$ cat config.mk
export PLATFORM = sky130hd
export DESIGN_NAME = fdiv_iter_flat
export DESIGN_NICKNAME = d
export VERILOG_FILES = /design/src/rtl/fdiv_iter_if.sv /design/src/rtl/fdiv_iter.sv /design/src/flat_wrapper.sv
export SDC_FILE = /design/constraint.sdc
export NUM_CORES = 1
export LEC_CHECK = 0
export ABC_AREA = 1
export ABC_CLOCK_PERIOD_IN_PS = 5820
export CAP_MARGIN = 20
export CORE_MARGIN = 4
export CORE_UTILIZATION = 50
export CTS_CLUSTER_SIZE = 8
export DETAILED_ROUTE_END_ITERATION = 6
export PLACE_DENSITY = 0.73
export SLEW_MARGIN = 20
export SYNTH_ARGS = -nofsm -noshare
export SYNTH_HDL_FRONTEND = slang
export SYNTH_SLANG_ARGS = --single-unit
$ cat constraint.sdc
create_clock -name clk -period 5.82 [get_ports clk]
set_input_delay 0.582 -clock clk [delete_from_list [all_inputs] [get_ports clk]]
set_output_delay 0.582 -clock clk [all_outputs]
set_load 0.02 [all_outputs]
$ cat src/rtl/fdiv_iter_if.sv
// fdiv_iter_if: operand/result handshake bundle for the iterative FP divider.
//   start  : operand strobe (master -> slave)
//   a, b   : dividend and divisor (master -> slave)
//   ready  : divider idle and able to accept start (slave -> master)
//   valid  : one-cycle pulse marking a new result on out (slave -> master)
//   out    : quotient, held until the next result (slave -> master)
interface fdiv_iter_if #(parameter int N = 32);
  logic         start;
  logic [N-1:0] a;
  logic [N-1:0] b;
  logic         ready;
  logic         valid;
  logic [N-1:0] out;

  modport master (output start, output a, output b,
                  input ready, input valid, input out);
  modport slave  (input start, input a, input b,
                  output ready, output valid, output out);
endinterface

$ cat src/rtl/fdiv_iter.sv
// fdiv_iter: IEEE-754 divider (out = a / b), restoring, one quotient bit per clock.
//   clk  : rising-edge clock
//   rst  : asynchronous active-low reset; aborts any division in flight
//   bus  : fdiv_iter_if slave (start/a/b in, ready/valid/out out)
// Fixed latency: IDLE -> DIV (ITER cycles) -> NORM -> DONE -> IDLE. Special
// operands run through the same sequence and their result overrides in NORM.
// Rounding is truncation; denormal inputs read as zero, underflow flushes to zero.
module fdiv_iter #(
  parameter int N = 32
) (
  input  logic clk,
  input  logic rst,
  fdiv_iter_if.slave bus
);
  localparam int E    = (N == 64) ? 11 : 8;
  localparam int M    = N - 1 - E;
  localparam int BIAS = (1 << (E - 1)) - 1;
  localparam int ITER = M + 2;
  localparam int CW   = $clog2(ITER);
  localparam int RW   = M + 2;

  typedef enum logic [1:0] {IDLE, DIV, NORM, DONE} state_t;
  typedef enum logic [1:0] {SP_NONE, SP_NAN, SP_INF, SP_ZERO} spec_t;

  state_t          state_r;
  spec_t           spec_r;
  spec_t           spec_s;
  logic            sign_r;
  logic [E-1:0]    ea_r, eb_r;
  logic [RW-1:0]   rem_r;
  logic [M:0]      div_r;
  logic [ITER-1:0] q_r;
  logic [CW-1:0]   cnt_r;
  logic            ready_r, valid_r;
  logic [N-1:0]    out_r;

  logic [E-1:0]    ea_s, eb_s;
  logic            a_zero_s, b_zero_s, a_inf_s, b_inf_s, a_nan_s, b_nan_s;
  logic            ge_s;
  logic [RW-1:0]   rem_sub_s;
  logic [M-1:0]    frac_s;
  logic signed [E+1:0] e_s;
  logic [N-1:0]    res_s;

  localparam logic signed [E+1:0] EMAX = (E+2)'((1 << E) - 1);

  assign bus.ready = ready_r;
  assign bus.valid = valid_r;
  assign bus.out   = out_r;

  // Classify incoming operands; exponent 0 means zero (denormals included).
  always_comb begin
    ea_s     = bus.a[N-2:M];
    eb_s     = bus.b[N-2:M];
    a_zero_s = (ea_s == '0);
    b_zero_s = (eb_s == '0);
    a_inf_s  = (ea_s == '1) && (bus.a[M-1:0] == '0);
    b_inf_s  = (eb_s == '1) && (bus.b[M-1:0] == '0);
    a_nan_s  = (ea_s == '1) && (bus.a[M-1:0] != '0);
    b_nan_s  = (eb_s == '1) && (bus.b[M-1:0] != '0);
    if (a_nan_s || b_nan_s || (a_zero_s && b_zero_s) || (a_inf_s && b_inf_s)) begin
      spec_s = SP_NAN;
    end else if (a_inf_s || b_zero_s) begin
      spec_s = SP_INF;
    end else if (a_zero_s || b_inf_s) begin
      spec_s = SP_ZERO;
    end else begin
      spec_s = SP_NONE;
    end
  end

  // One restoring step: subtract the divisor when the remainder covers it.
  always_comb begin
    ge_s      = (rem_r >= {1'b0, div_r});
    if (ge_s) begin
      rem_sub_s = rem_r - {1'b0, div_r};
    end else begin
      rem_sub_s = rem_r;
    end
  end

  // Normalise the quotient (in (0.5,2)) and assemble the final encoding.
  always_comb begin
    if (q_r[ITER-1]) begin
      frac_s = q_r[ITER-2:1];
      e_s    = {2'b00, ea_r} - {2'b00, eb_r} + (E+2)'(BIAS);
    end else begin
      frac_s = q_r[ITER-3:0];
      e_s    = {2'b00, ea_r} - {2'b00, eb_r} + (E+2)'(BIAS) - (E+2)'(1);
    end
    case (spec_r)
      SP_NAN:  res_s = {1'b0, {E{1'b1}}, 1'b1, {(M-1){1'b0}}};
      SP_INF:  res_s = {sign_r, {E{1'b1}}, {M{1'b0}}};
      SP_ZERO: res_s = {sign_r, {(N-1){1'b0}}};
      default: begin
        if (e_s >= EMAX) begin
          res_s = {sign_r, {E{1'b1}}, {M{1'b0}}};
        end else if (e_s[E+1] || (e_s == '0)) begin
          res_s = {sign_r, {(N-1){1'b0}}};
        end else begin
          res_s = {sign_r, e_s[E-1:0], frac_s};
        end
      end
    endcase
  end

  // Control FSM and datapath registers, outputs registered.
  always_ff @(posedge clk or negedge rst) begin
    if (!rst) begin
      state_r <= IDLE;
      spec_r  <= SP_NONE;
      sign_r  <= 1'b0;
      ea_r    <= '0;
      eb_r    <= '0;
      rem_r   <= '0;
      div_r   <= '0;
      q_r     <= '0;
      cnt_r   <= '0;
      ready_r <= 1'b1;
      valid_r <= 1'b0;
      out_r   <= '0;
    end else begin
      case (state_r)
        IDLE: begin
          valid_r <= 1'b0;
          if (bus.start && ready_r) begin
            sign_r  <= bus.a[N-1] ^ bus.b[N-1];
            spec_r  <= spec_s;
            ea_r    <= ea_s;
            eb_r    <= eb_s;
            rem_r   <= {1'b0, 1'b1, bus.a[M-1:0]};
            div_r   <= {1'b1, bus.b[M-1:0]};
            q_r     <= '0;
            cnt_r   <= '0;
            ready_r <= 1'b0;
            state_r <= DIV;
          end else begin
            ready_r <= 1'b1;
          end
        end
        DIV: begin
          rem_r <= {rem_sub_s[RW-2:0], 1'b0};
          q_r   <= {q_r[ITER-2:0], ge_s};
          cnt_r <= cnt_r + CW'(1);
          if (cnt_r == CW'(ITER - 1)) begin
            state_r <= NORM;
          end else begin
            state_r <= DIV;
          end
        end
        NORM: begin
          // Result and valid land together so DONE presents them for one cycle.
          out_r   <= res_s;
          valid_r <= 1'b1;
          state_r <= DONE;
        end
        DONE: begin
          valid_r <= 1'b0;
          ready_r <= 1'b1;
          state_r <= IDLE;
        end
        default: begin
          valid_r <= 1'b0;
          ready_r <= 1'b1;
          state_r <= IDLE;
        end
      endcase
    end
  end
endmodule

$ cat src/flat_wrapper.sv
// flat-port wrapper written by rule: the top's interface ports become plain ports
module fdiv_iter_flat 
#(
  parameter int N = 32
)
  (clk, rst, bus_start, bus_a, bus_b, bus_ready, bus_valid, bus_out);
  fdiv_iter_if #(.N(N)) bus_i ();
  input  logic clk;
  input  logic rst;
  input wire logic [$bits(bus_i.start)-1:0] bus_start;
  input wire logic [$bits(bus_i.a)-1:0] bus_a;
  input wire logic [$bits(bus_i.b)-1:0] bus_b;
  output wire logic [$bits(bus_i.ready)-1:0] bus_ready;
  output wire logic [$bits(bus_i.valid)-1:0] bus_valid;
  output wire logic [$bits(bus_i.out)-1:0] bus_out;
  assign bus_i.start = bus_start;
  assign bus_i.a = bus_a;
  assign bus_i.b = bus_b;
  assign bus_ready = bus_i.ready;
  assign bus_valid = bus_i.valid;
  assign bus_out = bus_i.out;
  fdiv_iter #(.N(N)) u_core (.clk(clk), .rst(rst), .bus(bus_i));
endmodule
# [Word level (Yosys, flattened, before mapping)]
# Index checks and enable logic that the tools add are counted.
# W data, S select, Z words.
[op_classes] n_eq_ne=10 mux=21 reduce_logical=27 n_lt_le_gt_ge=2 bitwise=1 add_sub_neg=5
[op_table] op="$pmux W25 S2" count=2
[op_table] op="$pmux W32 S3" count=1
[op_table] op="$mux W31" count=2
[op_table] op="$mux W25" count=2
[op_table] op="$logic_not A23 Y1" count=2
[op_table] op="$reduce_bool A23 Y1" count=2
[op_table] op="$ge A25 B24 Y1" count=1
[op_table] op="$mux W24" count=1
[op_table] op="$sub A24 B24 Y24" count=1
[op_table] op="$mux W23" count=1
[op_table] op="$eq A8 B8 Y1 const B" count=2
[op_table] op="$logic_not A8 Y1" count=2
[op_table] op="$add A10 B7 Y10 const B" count=1
[op_table] op="$ge A10 B9 Y1 const B" count=1
[op_table] op="$logic_not A10 Y1" count=1
[op_table] op="$mux W10" count=1
[op_table] op="$mux W2" count=5
[op_table] op="$pmux W5 S2" count=1
[op_table] op="$sub A10 B1 Y10 const B" count=1
[op_table] op="$sub A8 B8 Y9" count=1
[op_table] op="$eq A2 B2 Y1 const B" count=4
[op_table] op="$pmux W2 S4" count=1
[op_table] op="$logic_and A1 B1 Y1" count=7
[op_table] op="$logic_or A1 B1 Y1" count=6
[op_table] op="12 further kinds" count=17
[totals] ff_bits=134 input_bits=67 word_cells=78 out_inout_bits=34

# [Depth between registers and ports, before layout]
# Gate-level depths: netlist of the first run.
[logic_depth] word_depth=9 mapped_depth=23 depth_no_buf=22

# [Least setup slack after synthesis of the first run]
# OpenSTA, ideal clock, no wires.
[synth_timing] path_kind="reg-to-reg" start="register u_core.eb_r[0]" end="register u_core.out_r[19], in the netlist u_core.bus.out[19]" t_required_ns=5.701 setup_time_ns=0.119 path_slack_ns=3.016 n_path_buf=1 t_arrival_ns=2.685 synth_period_minus_slack_ns=2.804 path_stages_with_launch=20 cell_sequence="dfrtp_1 ha_1 fa_1 ha_1 inv_1 nor2_2 nand3_2 nor2_2 nand2_1 nand2_1 nand2_1 nand2_1 nand2_2 nor2_2 nand3_4 nand2_4 inv_4 buf_6 nand4_1 nand2_1"
[synth_via] elab_chain_len=9 word_cells_on_any_way=10 cone_classes="3 x add/sub; 1 x order compare; 4 x mux; 2 x reduce/logical"
[synth_rtl] element="from (decl)" line_no="fdiv_iter.sv:29" source="logic [E-1:0] ea_r, eb_r;"
[synth_rtl] element="from (signal assigned)" line_no="fdiv_iter.sv:130" source="eb_r <= eb_s;"
[synth_rtl] element="$sub A8 B8 Y9 *" line_no="fdiv_iter.sv:86, fdiv_iter.sv:89"
[synth_rtl] element="$add A10 B7 Y10 *" line_no="fdiv_iter.sv:86, fdiv_iter.sv:89"
[synth_rtl] element="$sub A10 B1 Y10" line_no="fdiv_iter.sv:89" source="e_s = {2'b00, ea_r} - {2'b00, eb_r} + (E+2)'(BIAS) - (E+2)'(1);"
[synth_rtl] element="$mux W10 *" line_no="fdiv_iter.sv:84" source="if (q_r[ITER-1]) begin"
[synth_rtl] element="branches (longest 3 deep; another with $ge A10 B9 Y1)"
[synth_rtl] element="$mux W31 *" line_no="fdiv_iter.sv:96" source="if (e_s >= EMAX) begin"
[synth_rtl] element="$pmux W32 S3 *" line_no="fdiv_iter.sv:91" source="case (spec_r)"
[synth_rtl] element="to (signal assigned)" line_no="fdiv_iter.sv:153" source="out_r <= res_s;"
[synth_rtl] element="to (decl)" line_no="fdiv_iter.sv:35" source="logic [N-1:0] out_r;"
# Mark *: on every way between the ends.
# A chain may end at the register's enable or synchronous reset.

# [Worst setup path in the final report of the first run]
[layout_timing] start="register u_core.state_r[0]" end="register u_core.cnt_r[3]"
[layout_via] elab_chain_len=3 word_cells_on_any_way=6 cone_classes="2 x eq/ne; 1 x mux; 3 x reduce/logical"
[layout_rtl] element="from (decl)" line_no="fdiv_iter.sv:25" source="state_t state_r;"
[layout_rtl] element="from (signal assigned)" line_no="fdiv_iter.sv:110" source="state_r <= IDLE;"
[layout_rtl] element="from (signal assigned)" line_no="fdiv_iter.sv:136" source="state_r <= DIV;"
[layout_rtl] element="from (signal assigned)" line_no="fdiv_iter.sv:146" source="state_r <= NORM;"
[layout_rtl] element="$eq A2 B1 Y1 or $logic_not A2 Y1 (tied branches)" line_no="fdiv_iter.sv:123" source="case (state_r)"
[layout_rtl] element="$reduce_bool A2 Y1 (no line) or $ne A2 B1 Y1 (tied branches)"
[layout_rtl] element="$reduce_and A2 Y1 (no line)"
[layout_rtl] element="to (signal assigned)" line_no="fdiv_iter.sv:144" source="cnt_r <= cnt_r + CW'(1);"
[layout_rtl] element="to (decl)" line_no="fdiv_iter.sv:33" source="logic [CW-1:0] cnt_r;"
# Parallel ways exist; a longest one is shown, timed or not.

==> run_results.csv, run 1 <==
group,metric,value,unit
finish,utilization,62.2,%
synthesis,post-synth-top-count-cell,"nand2_1",
hold_path,hp-class,"in2async",
synthesis,synthTopCellsByArea,"dfrtp_1, nand2_1, a21oi_1, ha_1, inv_1",
synthesis,synth_ff_type,"dfrtp_1",
finish,nets,1356,
timing,finalSetupTns,0,ns
timing,tightest_slew,0.798,ns
power_and_ir_drop,power-per-cell-area,696,nW/um2
worst_setup_path,crit_family,"buffers and inverters",
timing,period_needed,3.49,ns
routing,antenna_left,0,
place,port_buffers,100,
worst_setup_path,cp_slowest_stage_delay,0.61,ns
die,die_h,139,um
cts,post_cts_resized,0,
synthesis,ys_async_sr_fraction,100,%
worst_setup_path,path_cells,"inv_1 > ha_1 > inv_1 > nor2_4 > buf_4 > clkinv_1 > o21ai_4 > buf_4 > nand4_1 > xor2_1 > nor2_1",
finish,multi_input_comb_area,4450,um2
timing,finalCritPeriodShare,59.9,%
worst_setup_path,worst-path-buf-inv,5,
die,die_area,19300,um2
routing,first_pass_iters,5,
die,start_util,51.4,%
synthesis,synth_top_family_by_area,"simple AND/OR/NAND/NOR gates",
cts,clock_path_buffers,2,
timing,fmax,287,MHz
worst_setup_path,critPathKind,"reg2reg",
global_route,antenna_found_initial,0,
synthesis,seq_area_frac_synth,39.2,%
synthesis,synth-edff-count,0,
die,core,16600,um2
timing,finClkSkew,0.00791,ns
synthesis,synth_compound_area_share,16.1,%
synthesis,synth_cells,1158,
cts,htree_num_levels,4,
timing,worst_slew_margin_rel,46.5,%
synthesis,syn_avg_cell_area,7.38,um2
worst_setup_path,worstPathRequired,6.12,ns
global_route,gr-total-overflow,0,
timing,rsz0062_at_grt,"no",
cts,clk_pin_slew_worst_paths,0.06,ns
synthesis,ys_warn_count,0,
finish,drive_gt1_share,6.37,%
cts,cts_root_buf,"clkbuf_16",
finish,area.sequential,3350,um2
place,hpwlAfterDp,15.3,mm
timing,finalMaxSlewViolations,0,
cts,cts_tree,"done",
die,rows,47,
cts,cts_num_sinks,134,
synthesis,synth_adder_area_share,7.06,%
synthesis,synth_commonest_cells,"nand2_1, inv_1, dfrtp_1",
global_route,grt_max_degree,86,
synthesis,synthXorXnorAreaFrac,2.56,%
die,num_io_pins,101,
global_route,grt_pass1_wl,36.5,mm
cts,cts_made_buffers,17,
routing,routed_wl,20.9,mm
finish,final_cells,1475,
routing,avgViaCountPerCell,5.34,
synthesis,synth_top_area_share,38.9,%
global_route,grt_pass1_vias,7700,
power_and_ir_drop,power.leakage,4.96,nW
synthesis,ys_ff_latch,134,
cts,insertion_delay,0.43,ns
routing,drt_iter0_drc,514,
worst_setup_path,worstPathArrival,3.79,ns
worst_setup_path,start_kind,"flop",
power_and_ir_drop,peakVddDrop,0.484,mV
synthesis,syn_nets,1272,
global_route,grt_use_total,22.8,%
finish,fill_cells,1523,
timing,hold_violations,0,
worst_setup_path,cp-end-kind,"flop",
place,globalplace.congestion,0.877,
cts,cts_hold_buf,0,
synthesis,ys_types,50,
routing,route.detailed.drc,0,
worst_setup_path,crit_path_top_delay_cell,"clkinv_1",
place,dp.cells,1442,
synthesis,synth_simple_gate_area_share,26.1,%
die,die_w,139,um
status,status,"finished, final reports clean",
timing,setup_viol,0,
finish,diodes,0,
synthesis,syn-cell-area,8550,um2
job,cap_violations,0,
routing,routed-via-count,7879,
finish,area_growth,21.2,%
worst_setup_path,crit_fanout,71,
routing,wl_per_cell,14.2,um
cts,postCtsSetupBuffers,0,
synthesis,synthMuxAreaShare,0,%
power_and_ir_drop,power,7.21,mW
synthesis,synth_top_cell_by_area,"dfrtp_1",
[cells in the final DEF (no fill, tap or decap), types with 4 or more instances in the layout]
| cell type | Yosys | layout |
|---|---|---|
| a21oi_1 | 121 | 121 |
| buf_4 | 1 | 5 |
| bufinv_16 | 0 | 4 |
| clkbuf_16 | 0 | 17 |
| clkdlybuf4s50_1 | 0 | 99 |
| clkinv_1 | 5 | 5 |
| dfrtp_1 | 133 | 133 |
| ha_1 | 45 | 45 |
| inv_1 | 138 | 138 |
| inv_2 | 5 | 5 |
| inv_6 | 0 | 8 |
| nand2_1 | 275 | 275 |
| nand2_2 | 12 | 12 |
| nand3_1 | 58 | 57 |
| nand3_2 | 6 | 7 |
| nand4_1 | 28 | 28 |
| nor2_1 | 90 | 90 |
| nor2_2 | 7 | 6 |
| nor3_1 | 8 | 8 |
| nor4_1 | 15 | 15 |
| o21ai_0 | 81 | 81 |
| o22ai_1 | 25 | 25 |
| xnor2_1 | 10 | 10 |
| xor2_1 | 15 | 15 |
[state kept, by name, indices dropped and copies added (netlist names), named ones only]
register and count:
u_core.bus.out 32, u_core.bus.ready 1, u_core.bus.valid 1, u_core.cnt_r 5, u_core.div_r 24, u_core.ea_r 8, u_core.eb_r 8, u_core.q_r 25
u_core.rem_r 25, u_core.sign_r 1, u_core.spec_r 2, u_core.state_r 1
[metal layers]
layer / part of all wire, % / track usage [%] / vias up / routed length (um)
li1: - / - / 4017 / -
met1: 46 / 30.0 / 3689 / 9660
met2: 48 / 38.7 / 146 / 10100
met3: 4.1 / 4.34 / 27 / 863
met4: 1.5 / 5.97 / 0 / 310
met5: 0 / 0 / - / 0
[cell type report]
type	instances	share of cell area (%)
Multi-Input combinational cell	834	43.0
Tap cell	220	2.66
Timing Repair Buffer	106	10.3
Clock buffer	18	4.24
Sequential cell	134	32.4
Clock inverter	14	1.99
Inverter	149	5.42
[final timing paths]
check / startpoint / end / slack (ns) / depth (start not counted)
setup / recovery: u_core.state_r[0] / u_core.cnt_r[3] / 2.33 / 11
hold / removal: rst / u_core.eb_r[6] / 0.22 / 1
setup reg to reg: u_core.state_r[0] / u_core.cnt_r[3] / 2.33 / 11
hold reg to reg: u_core.div_r[23] / u_core.div_r[23] / 0.47 / 2
max in group asynchronous: rst / u_core.ea_r[2] / 4.46 / 2
min in group clk: u_core.div_r[23] / u_core.div_r[23] / 0.47 / 2
[worst register-to-register path: stages (launching register included)]
cell and delay, ns:
dfrtp_1 0.42, inv_1 0.16, ha_1 0.29, inv_1 0.13, nor2_4 0.11, buf_4 0.50, clkinv_1 0.63, o21ai_4 0.19
buf_4 0.49, nand4_1 0.22, xor2_1 0.17, nor2_1 0.05
[per-stage QoR]
stage          hold WS, ns  area [um2]  setup slack, ns
2_1_floorplan        0.286        8550             3.02
3_3_place_gp         0.445        9690             2.28
3_5_place_dp         0.451        9690             2.22
4_1_cts              0.244       10300             2.33
5_1_grt              0.288       10400             1.97
6_report             0.223       10400             2.33
[report_power, final]
part / leakage, nW / switching [mW] / total (mW) / internal, mW
Combinational: 2.93 / 3.03 / 4.60 / 1.57
Sequential: 1.71 / 0.176 / 1.43 / 1.25
Clock: 0.314 / 0.440 / 1.18 / 0.740
[kinds of logic after synthesis]
logic type	count (synthesis)
XOR/XNOR	25
adder cells (fa/ha/maj)	47
AO/OA/AOI/OAI	254
flip-flops	134
AND/OR/NAND/NOR	508
buffers and inverters	190
Power figures use the tool's default switching activity.
==> inputs of run 2 (changes only) <==
ABC_CLOCK_PERIOD_IN_PS = 3200   (was 5820)
PLACE_DENSITY = 0.75   (was 0.73)
clock period = 3.2 ns   (was 5.82 ns; I/O delays follow)
==> run 2 against run 1 <==
Net effect: cell area up 2.8%; sequential share of layout area down 0.87 points; die area unchanged; critical path depth up 11; non-clock buffer count up 24; worst setup slack worse by 2.2 ns; maximum frequency up 13%; core utilization up 1.7 points; flip-flop and latch count unchanged; clock-buffer cell count down 1; first-iteration DRC count down 10%; wire length up 2.5%.
==> run_results.csv, run 2 (synthesized netlist as in run 1, its figures left out) <==
group,metric,value,unit
cts,clock_path_buffers,2,
routing,antenna_left,0,
global_route,antenna_found_initial,0,
worst_setup_path,start_kind,"flop",
worst_setup_path,crit_path_top_delay_cell,"fa_2",
worst_setup_path,crit_fanout,7,
routing,routed_wl,21.4,mm
routing,wl_per_cell,14.3,um
cts,cts_num_sinks,134,
finish,drive_gt1_share,9.92,%
worst_setup_path,worst-path-buf-inv,6,
die,core,16600,um2
place,globalplace.congestion,0.907,
timing,finalMaxSlewViolations,0,
global_route,grt_pass1_wl,35.7,mm
timing,hold_violations,0,
cts,insertion_delay,0.44,ns
die,die_area,19300,um2
timing,tightest_slew,0.964,ns
routing,drt_iter0_drc,462,
cts,htree_num_levels,4,
die,num_io_pins,101,
global_route,gr-total-overflow,0,
status,status,"finished, final reports clean",
die,die_w,139,um
die,die_h,139,um
routing,routed-via-count,8061,
finish,nets,1381,
timing,fmax,325,MHz
hold_path,hp-class,"in2async",
finish,layout_common_cells,"nand2_1, inv_1, dfrtp_1",
die,rows,47,
global_route,grt_max_degree,74,
routing,avgViaCountPerCell,5.37,
worst_setup_path,critPathKind,"reg2reg",
worst_setup_path,cp_slowest_stage_delay,0.59,ns
timing,period_needed,3.08,ns
worst_setup_path,path_cells,"inv_1 > ha_2 > fa_2 > ha_4 > inv_1 > nand2_1 > nand2_2 > nor2_4 > nand3_4 > inv_2 > nand2_2 > nor2_4 > nand2_1 > nand2_1 > nand2_2 > inv_4 > buf_6 > nor2_4 > nor2_4 > clkbuf_16 > nand4_1 > nand2_1",
finish,layout_commonest_cell,"nand2_1",
routing,first_pass_iters,5,
cts,cts_root_buf,"clkbuf_16",
cts,clk_pin_slew_worst_paths,0.07,ns
finish,area_growth,24.5,%
routing,route.detailed.drc,0,
worst_setup_path,cp-end-kind,"flop",
finish,largest_reg_flops,32,
timing,finalSetupTns,0,ns
worst_setup_path,worstPathRequired,3.57,ns
timing,finClkSkew,0.0138,ns
place,port_buffers,100,
die,start_util,51.4,%
worst_setup_path,crit_family,"simple AND/OR/NAND/NOR gates",
global_route,grt_pass1_vias,7634,
global_route,grt_use_total,22.1,%
timing,setup_viol,0,
timing,worst_slew_margin_rel,35.6,%
worst_setup_path,worstPathArrival,3.45,ns
place,hpwlAfterDp,15.4,mm
cts,cts_made_buffers,17,
cts,cts_tree,"done",
job,cap_violations,0,
finish,diodes,0,
timing,finalCritPeriodShare,96.1,%
-- run 2: cell type report --
type                            instances  area (um2)
Fill cell                            1443        6000
Tap cell                              220         275
Sequential cell                       134        3350
Clock inverter                         15         131
Timing Repair Buffer                  130        1270
Multi-Input combinational cell        835        4610
Inverter                              149         569
Clock buffer                           17         425
-- run 2: worst paths after layout --
path                                   from            endpoint  cells past startpoint  slack, ns
setup / recovery             u_core.ea_r[0]  u_core.bus.out[12]                     22       0.12
hold / removal                          rst      u_core.ea_r[7]                      2       0.44
setup reg to reg             u_core.ea_r[0]  u_core.bus.out[12]                     22       0.12
hold reg to reg            u_core.div_r[23]    u_core.div_r[23]                      2       0.46
max in group asynchronous               rst    u_core.bus.ready                      3       1.94
min in group clk           u_core.div_r[23]    u_core.div_r[23]                      2       0.46
-- run 2: per-layer routing --
metal	up-vias	global-route usage, %	routed length [um]
li1	4042	-	-
met1	3793	28.5	9560
met2	198	38.2	10500
met3	28	3.97	962
met4	0	6.75	354
met5	-	0	0
-- run 2: metrics by stage --
| stage | utilization, % | cell area (um2) | std cells | hold WS (ns) | setup WS (ns) |
|---|---|---|---|---|---|
| floorplan | - | 8550 | 1158 | 0.0244 | 0.396 |
| global placement | 58.6 | 9760 | 1451 | 0.339 | 0.175 |
| detailed placement | 58.6 | 9760 | 1451 | 0.341 | 0.104 |
| CTS | 62.1 | 10300 | 1484 | 0.463 | 0.0688 |
| global route | 64.0 | 10600 | 1500 | 0.473 | -0.0368 |
| finish | 64.0 | 10600 | 1500 | 0.444 | 0.123 |
-- run 2: repair_timing --
| item | in CTS | in global routing |
|---|---|---|
| resized for setup | 0 | 47 |
| setup buffers | 0 | 14 |
| endpoints found under the hold margin | 61 | 0 |
| setup endpoints to repair | 0 | 31 |
| hold buffers | 1 | 0 |
Power of run 2 is left out: the tool's default activity adds up to more than one toggle a clock period on the data nets, which glitch-free logic cannot reach.
==> inputs of run 3 (changes only) <==
CORE_UTILIZATION = 40   (was 50)
CTS_CLUSTER_SIZE = 16   (was 8)
PLACE_DENSITY = 0.63   (was 0.75)
==> run 3 against run 2 <==
Net effect: wire length is 0.62% lower; worst setup slack better by 0.057 ns; global-route usage is 4.1 points lower; via count is 3.1% lower; hold slack better by 0.013 ns; flip-flop and latch count stayed put.
==> run_results.csv, run 3 (synthesized netlist as in run 1, its figures left out) <==
group,metric,value,unit
cts,clock_path_buffers,2,
cts,htree_num_levels,4,
worst_setup_path,path_cells,"ha_2 > fa_2 > buf_4 > nand2_1 > nor2_4 > nand3_4 > nor2_4 > nand3_2 > nand2_2 > nand2_1 > nand3_2 > nor2_4 > a21oi_4 > buf_4 > nand3_1 > nand2_1 > nand2_1 > nand3_1",
timing,tightest_slew,0.766,ns
die,start_util,40.7,%
hold_path,min_from,"u_core.div_r[23]",
cts,cts_made_buffers,17,
hold_path,min_to,"u_core.div_r[23]",
timing,finalSetupTns,0,ns
place,globalplace.congestion,0.884,
finish,fill_cells,2077,
worst_setup_path,worstRegToRegCells,18,
global_route,gr-total-overflow,0,
timing,finClkSkew,0.0130,ns
cts,insertion_delay,0.43,ns
finish,utilization,50.7,%
routing,routed_wl,21.3,mm
worst_setup_path,crit_start,"u_core.eb_r[0]",
die,rows,53,
cts,clk_pin_slew_worst_paths,0.06,ns
job,cap_violations,0,
die,core,21000,um2
cts,cts_num_sinks,134,
timing,finalCritPeriodShare,94.4,%
place,port_buffers,100,
worst_setup_path,crit_fanout,7,
worst_setup_path,crit_path_top_delay_cell,"fa_2",
global_route,grt_pass1_wl,35.6,mm
die,num_io_pins,101,
finish,largest_reg_flops,32,
finish,drive_gt1_share,8.50,%
worst_setup_path,worst-path-buf-inv,2,
worst_setup_path,start_kind,"flop",
worst_setup_path,worstPathArrival,3.37,ns
timing,hold_violations,0,
status,status,"finished, final reports clean",
finish,area_growth,24.6,%
worst_setup_path,cp-end-kind,"flop",
timing,period_needed,3.02,ns
global_route,grt_max_degree,84,
hold_path,whs_path_depth,2,
worst_setup_path,cpMostUsedCell,"nand2_1",
cts,cts_root_buf,"clkbuf_16",
routing,first_pass_iters,5,
timing,worst_slew_margin_rel,48.6,%
finish,nets,1372,
worst_setup_path,cp_slowest_stage_delay,0.57,ns
hold_path,hp-class,"reg2reg",
die,die_w,154,um
worst_setup_path,r2r_slack,0.18,ns
global_route,grt_pass1_vias,7486,
global_route,antenna_found_initial,0,
routing,antenna_left,0,
worst_setup_path,r2r-end,"u_core.bus.out[25]",
routing,drt_iter0_drc,423,
global_route,grt_use_total,18.0,%
routing,avgViaCountPerCell,5.05,
routing,wl_per_cell,13.8,um
finish,layout_commonest_cell,"nand2_1",
routing,routed-via-count,7814,
routing,route.detailed.drc,0,
finish,layout_common_cells,"nand2_1, inv_1, dfrtp_1",
timing,setup_viol,0,
die,die_area,23800,um2
timing,fmax,331,MHz
timing,hold_ws,0.456,ns
worst_setup_path,worstPathRequired,3.55,ns
place,hpwlAfterDp,15.9,mm
die,die_h,154,um
cts,cts_tree,"done",
timing,finalMaxSlewViolations,0,
worst_setup_path,critPathKind,"reg2reg",
worst_setup_path,r2r-start,"u_core.eb_r[0]",
finish,diodes,0,
worst_setup_path,crit_family,"simple AND/OR/NAND/NOR gates",
## run 3: changes by cell type in the layout (fill, tap and decap cells not counted), moves of 3 or more
cell and delta:
buf_4 -7, inv_6 -3, nand2_1 +5, nand2_4 -3
## run 3: worst min-delay path, stage by stage (launching register included)
cell and delay [ns]:
dfrtp_1 0.32, inv_1 0.05, nand2_1 0.05
## run 3: timing repair
item / 4_1_cts / 5_1_grt
hold buffers: 1 / 0
endpoints found under the setup margin: 0 / 31
hold endpoints to repair: 81 / 0
setup buffers: 0 / 3
gates resized for setup: 0 / 26
## run 3: how the worst max path moves through the flow
stage / end / cells past startpoint
3_5_place_dp: u_core.bus.out[1] / 16
6_report: u_core.bus.out[25] / 18
5_1_grt: u_core.bus.out[28] / 19
4_1_cts: u_core.bus.out[1] / 16
2_1_floorplan: u_core.bus.out[19] / 19
3_3_place_gp: u_core.bus.out[1] / 16
## run 3: final cells by class
class,count,area [um2],area share [%]
Multi-Input combinational cell,835,4560,42.8
Clock buffer,17,425,3.99
Timing Repair Buffer,121,1200,11.3
Clock inverter,15,205,1.93
Sequential cell,134,3350,31.5
Tap cell,275,344,3.23
Inverter,149,564,5.30
## run 3: metal layers
layer	GRT usage [%]	vias to the layer above	part of all wire [%]
met2	29.9	147	47
met3	3.50	24	3.9
met4	5.55	0	1.8
met1	23.9	3608	47
met5	0	-	0
li1	-	4035	-
## run 3: through the flow
stage	cells	worst slack [ns]	area, um2
final	1546	0.181	10700
after global routing	1546	-0.0307	10700
after CTS	1542	0.0821	10500
after detailed placement	1509	0.0819	9880
after global placement	1509	0.182	9880
after floorplan	1158	0.396	8550
Power of run 3 is left out for the same reason.
